## src/rtl/hex_segment_decoder.sv

```systemverilog
// Decodes a stable pair of active-low 7-segment digits (0..31) back to binary over valid/ready.
// Define SEG_ERR_COUNT_EN to add the saturating err_count port and counter.
module hex_segment_decoder #(
  parameter int unsigned STABLE_CYCLES = 4,
  parameter int unsigned ERR_W         = 8
) (
  input  logic             clk,
  input  logic             reset_n,
  input  logic [6:0]       hex1,
  input  logic [6:0]       hex0,
  output logic [4:0]       value,
  output logic             value_valid,
  input  logic             value_ready,
  output logic             pattern_err,
  input  logic             err_clr
`ifdef SEG_ERR_COUNT_EN
  ,
  output logic [ERR_W-1:0] err_count
`endif
);

  localparam int unsigned    CntW   = $clog2(STABLE_CYCLES + 1);
  localparam logic [CntW-1:0] CntMax = CntW'(STABLE_CYCLES);
  localparam logic [13:0]    Idle   = 14'h3fff;

  logic [13:0]     pat;
  logic [13:0]     sample_q;
  logic [CntW-1:0] cnt_q, cnt_d;
  logic            same, eval, is_idle;

  logic            ones_ok, tens_ok, legal, capture, illegal;
  logic [3:0]      ones_val;
  logic [1:0]      tens_val;
  logic [5:0]      sum;

  logic [4:0]      value_q, value_d;
  logic            valid_q, valid_d;
  logic [4:0]      last_q, last_d;
  logic            last_vld_q, last_vld_d;
  logic            err_q, err_d;

  assign pat     = {hex1, hex0};
  assign same    = (pat == sample_q);
  assign is_idle = (pat == Idle);
  // Fires only on the edge where the saturating count reaches STABLE_CYCLES.
  assign eval    = same && (cnt_q == CntMax - 1'b1);

  always_comb begin
    cnt_d = '0;
    if (same) begin
      cnt_d = (cnt_q == CntMax) ? cnt_q : cnt_q + 1'b1;
    end
  end

  always_comb begin
    ones_ok  = 1'b1;
    ones_val = 4'd0;
    case (hex0)
      7'h40:   ones_val = 4'd0;
      7'h79:   ones_val = 4'd1;
      7'h24:   ones_val = 4'd2;
      7'h30:   ones_val = 4'd3;
      7'h19:   ones_val = 4'd4;
      7'h12:   ones_val = 4'd5;
      7'h02:   ones_val = 4'd6;
      7'h78:   ones_val = 4'd7;
      7'h00:   ones_val = 4'd8;
      7'h18:   ones_val = 4'd9;
      default: ones_ok  = 1'b0;
    endcase
    // Leading zero is blanked, so the '0' glyph is not a legal tens digit.
    tens_ok  = 1'b1;
    tens_val = 2'd0;
    case (hex1)
      7'h7f:   tens_val = 2'd0;
      7'h79:   tens_val = 2'd1;
      7'h24:   tens_val = 2'd2;
      7'h30:   tens_val = 2'd3;
      default: tens_ok  = 1'b0;
    endcase
  end

  assign sum     = 6'(tens_val) * 6'd10 + 6'(ones_val);
  assign legal   = ones_ok && tens_ok && (sum <= 6'd31);
  assign capture = eval && !is_idle && legal && !(last_vld_q && (last_q == sum[4:0]));
  assign illegal = eval && !is_idle && !legal;

  always_comb begin
    last_vld_d = last_vld_q;
    last_d     = last_q;
    value_d    = value_q;
    valid_d    = valid_q;
    err_d      = err_q;
    if (eval && is_idle) begin
      last_vld_d = 1'b0;
    end
    if (capture) begin
      last_vld_d = 1'b1;
      last_d     = sum[4:0];
      value_d    = sum[4:0];
      valid_d    = 1'b1;
    end else if (valid_q && value_ready) begin
      valid_d = 1'b0;
    end
    if (err_clr) begin
      err_d = 1'b0;
    end
    if (illegal) begin
      err_d = 1'b1;
    end
  end

  always_ff @(posedge clk) begin
    if (!reset_n) begin
      sample_q   <= Idle;
      cnt_q      <= '0;
      last_vld_q <= 1'b0;
      last_q     <= '0;
      value_q    <= '0;
      valid_q    <= 1'b0;
      err_q      <= 1'b0;
    end else begin
      sample_q   <= pat;
      cnt_q      <= cnt_d;
      last_vld_q <= last_vld_d;
      last_q     <= last_d;
      value_q    <= value_d;
      valid_q    <= valid_d;
      err_q      <= err_d;
    end
  end

  assign value       = value_q;
  assign value_valid = valid_q;
  assign pattern_err = err_q;

`ifdef SEG_ERR_COUNT_EN
  logic [ERR_W-1:0] errc_q, errc_d;

  // An illegal evaluation on the clearing edge leaves a count of one.
  always_comb begin
    errc_d = errc_q;
    if (err_clr) begin
      errc_d = '0;
    end
    if (illegal) begin
      if (err_clr) begin
        errc_d = ERR_W'(1);
      end else if (!(&errc_q)) begin
        errc_d = errc_q + 1'b1;
      end
    end
  end

  always_ff @(posedge clk) begin
    if (!reset_n) begin
      errc_q <= '0;
    end else begin
      errc_q <= errc_d;
    end
  end

  assign err_count = errc_q;
`endif

endmodule

```

## config.mk

```make
export PLATFORM = sky130hd
export DESIGN_NAME = hex_segment_decoder
export DESIGN_NICKNAME = d
export VERILOG_FILES = /design/src/rtl/hex_segment_decoder.sv
export SDC_FILE = /design/constraint.sdc
export NUM_CORES = 1
export LEC_CHECK = 0
export ABC_AREA = 1
export BUFFER_PORTS_ARGS = -buffer_cell sky130_fd_sc_hd__clkbuf_2
export CORE_MARGIN = 2
export CORE_UTILIZATION = 51
export CTS_CLUSTER_SIZE = 8
export DETAILED_ROUTE_END_ITERATION = 10
export HOLD_SLACK_MARGIN = 0.06
export PLACE_DENSITY = 0.74
export SLEW_MARGIN = 15
export SYNTH_ARGS = -nofsm -noshare
export SYNTH_HDL_FRONTEND = slang
export SYNTH_SLANG_ARGS = --single-unit
```

## constraint.sdc

```tcl
create_clock -name clk -period 1.9 [get_ports clk]
set_input_delay 0.095 -clock clk [delete_from_list [all_inputs] [get_ports clk]]
set_output_delay 0.095 -clock clk [all_outputs]
set_load 0.01 [all_outputs]
```

==> results.md <==
- Status: complete, but fails checks
- Failing checks: negative setup slack
- Fin crit share: 107%
- Sw power: about 0.31 mW
- Clock skew: between 0.006 and 0.007 ns
- Synth Flop Type: dfxtp_1
- Worst-Skew Late Latency: roughly 0.33 ns
- Hold slack: 0.115 ns
- DRT iter0 DRCs: ~120
- Final Util: between 80 and 90%
- Final setup violation count: 6
- Post-route setup TNS: -0.738 ns
- Post-DP HPWL: approximately 3100 um
- Chip width: approximately 60 um
- Combinational power share: between 20% and 30%
- CTS tree: done
- Setup ws final: -0.140 ns
- Final count of pins violating max slew: 0
- FFs w/ async S/R, synth: 0%
- Largest family of logic cells by synthesized area: simple AND/OR/NAND/NOR gates
- Synth Area in Adders: 5.59%
- Post-route cell area: approximately 2500 um2
- Fraction of layout cells with a size suffix above 1: between 40% and 50%
- RSZ-0062 raised after global routing: yes
- Mapped Nets: between 300 and 400
- Crit Path Class: in2reg
- Critical Path RT: 2.14 ns
- Number of remaining DRC errors: 0
- Via count: slightly below 2000
- Worst setup EP type: flip-flop
- GRT Util Overall: around a quarter
- XOR/XNOR Fraction of Synth Area: under 10%
- CTS Sinks: 25
- CP max FO: 5
- DR vias/cell: slightly below 5
- Global-route wire length before repair: approximately 7300 um
- Final #Nets: 386
- Pre-CTS WS: -0.443 ns
- Chip height: 61.8 um
- Slew @ Worst Pin: 0.457 ns
- Simple-Gate Fraction of Synth Area: 46.0%
- Fmax: 490 MHz
- Syn-to-layout area delta: 49.2%
- CP Launch Type: input port
- Post-synthesis cell area: between 1500 and 2000 um2
- # fillers: about 210
- Max cap viols: 0
- I/O Pins: 25
- Total power: ~1.1 mW
- Seq cells post-synth: 25
- # diodes: 0
- Internal power: between 0.7 and 0.8 mW
- Seq/Total Area, Yosys: just under 30%
- Most common cell after layout, fill and taps aside: nand2_1
- Post-synthesis mux area share: 0%
- Die ar.: about 3800 um2
- Worst slew margin: about 70%
- Switching share of power: 29.0%
- Most frequent cells in the layout: nand2_1 (92), buf_4 (56), nor2_1 (29), inv_1 (26), dfxtp_1 (25)
- Final hold violations: 0
- CTS buffer count: 3
- Longest Clk Path Bufs: 2
- Seq pwr share: between 50% and 60%
- Pwr per Cell Area: 416 nW/um2
- Leakage: roughly 1.3 nW
- Synth cell types: 28
- Avg Inst Size Synth: about 6 um2
- Antenna violations before repair: 0
- Routability Congestion: between 0.8 and 0.9
- Root Buffer: clkbuf_4
- WL final: 4630 um
- Clk pin slew, worst setup/hold paths: 0.14 ns
- Setup crit start: hex0[5]
- Detailed Routing Iterations Pass 1: 4
- Final ANT Viol Nets: 0
- Yosys Warn Count: 0
- Peak supply drop: 0.405 mV
- Core ar.: about 3100 um2
- DP Area: 2210 um2
- Tmin final: between 2 and 2.5 ns
- Reg2reg start: sample_q[5]
- Synth Area in Compound Gates: between 5 and 6%
- Post-synth EDFFs: 0
- Cell total after placement: 386
- Buffers on Ports: 24
- Arr. time, crit path: ~2.3 ns
- Hold_sp: hex1[5]
- Hold Crit Class: in2reg
- Row count: 20
- Largest net degree at the start of global routing: 21
- Non-Filler Instances: between 400 and 500
- Routed WL per cell: about 11 um
- Initial Util: 54.8%
- Vias in the first global route: around 1800
- H-tree depth: 1
- Remaining Overflow, GRT: 0
- Clk pwr share: about a quarter
- Mapped Cells: approximately 280
## worst paths after layout
| check | cells after the start | slack [ns] | to |
|---|---|---|---|
| worst max-delay path | 16 | -0.14 | last_q[4] |
| worst min-delay path | 3 | 0.12 | sample_q[12] |
| worst max register to register | 12 | 0.36 | last_q[2] |
| worst min register to register | 2 | 0.47 | pattern_err |
## critical path: stages
cell and delay [ns]:
buf_8 0.09, clkinvlp_4 0.13, nor3_2 0.13, nand2_1 0.09, nand4_1 0.11, ha_2 0.19
inv_2 0.05, fa_2 0.55, xor2_1 0.14, nand3_1 0.08, nor2_1 0.08, nand2_1 0.09
nor2_4 0.17, nand2_4 0.10, a21oi_2 0.13, nor2_1 0.05
## repair_timing
action | 4_1_cts | 5_1_grt
pin swaps | 2 | 14
endpoints found under the setup margin | 7 | 8
hold buffers | 2 | 0
gates cloned | 1 | 0
resized for setup | 19 | 27
buffers inserted | 5 | 6
endpoints found under the hold margin | 2 | 0
## area by class of cell
type                            count  area [um2]  area share (%)
Inverter                           41         173            6.80
Clock buffer                        4        26.3            1.03
Timing Repair Buffer               82         623            24.5
Sequential cell                    25         500            19.7
Multi-Input combinational cell    208        1160            45.7
Tap cell                           44        55.1            2.17
## kinds of logic after synthesis
logic type | after synthesis
AO/OA/AOI/OAI | 16
XOR/XNOR | 7
adder cells (fa/ha/maj) | 7
buffers and inverters | 44
flip-flops | 25
AND/OR/NAND/NOR | 177
## cell usage after synthesis (4+ instances only)
library cell,n,area (um2)
nand2_1,97,364
a21oi_1,11,55.1
nand2_2,8,50.1
ha_1,6,75.1
inv_2,10,37.5
nand4_1,4,25.0
dfxtp_1,25,500
nor2_2,7,43.8
nand3_1,16,80.1
xor2_1,4,35.0
inv_1,30,113
nor2_1,34,128
## sequential cells by signal, indices dropped and copies added (netlist names)
register,count
cnt_q,3
pattern_err,1
last_vld_q,1
sample_q,14
value_valid,1
last_q,5
## metal layers
layer	vias to the layer above	track usage, %	wire, um
li1	1012	-	-
met1	906	32.4	2000
met2	52	44.8	2340
met3	17	4.14	178
met4	0	7.60	107
met5	-	0	0
## power groups by stage
stage | clock (mW) | combinational (mW) | sequential (mW)
2_1_floorplan | 0 | 0.0991 | 0.558
3_3_place_gp | 0 | 0.205 | 0.558
3_5_place_dp | 0 | 0.209 | 0.559
4_1_cts | 0.246 | 0.237 | 0.548
5_1_grt | 0.271 | 0.289 | 0.550
6_report | 0.246 | 0.263 | 0.548
Power figures use the tool's default switching activity.
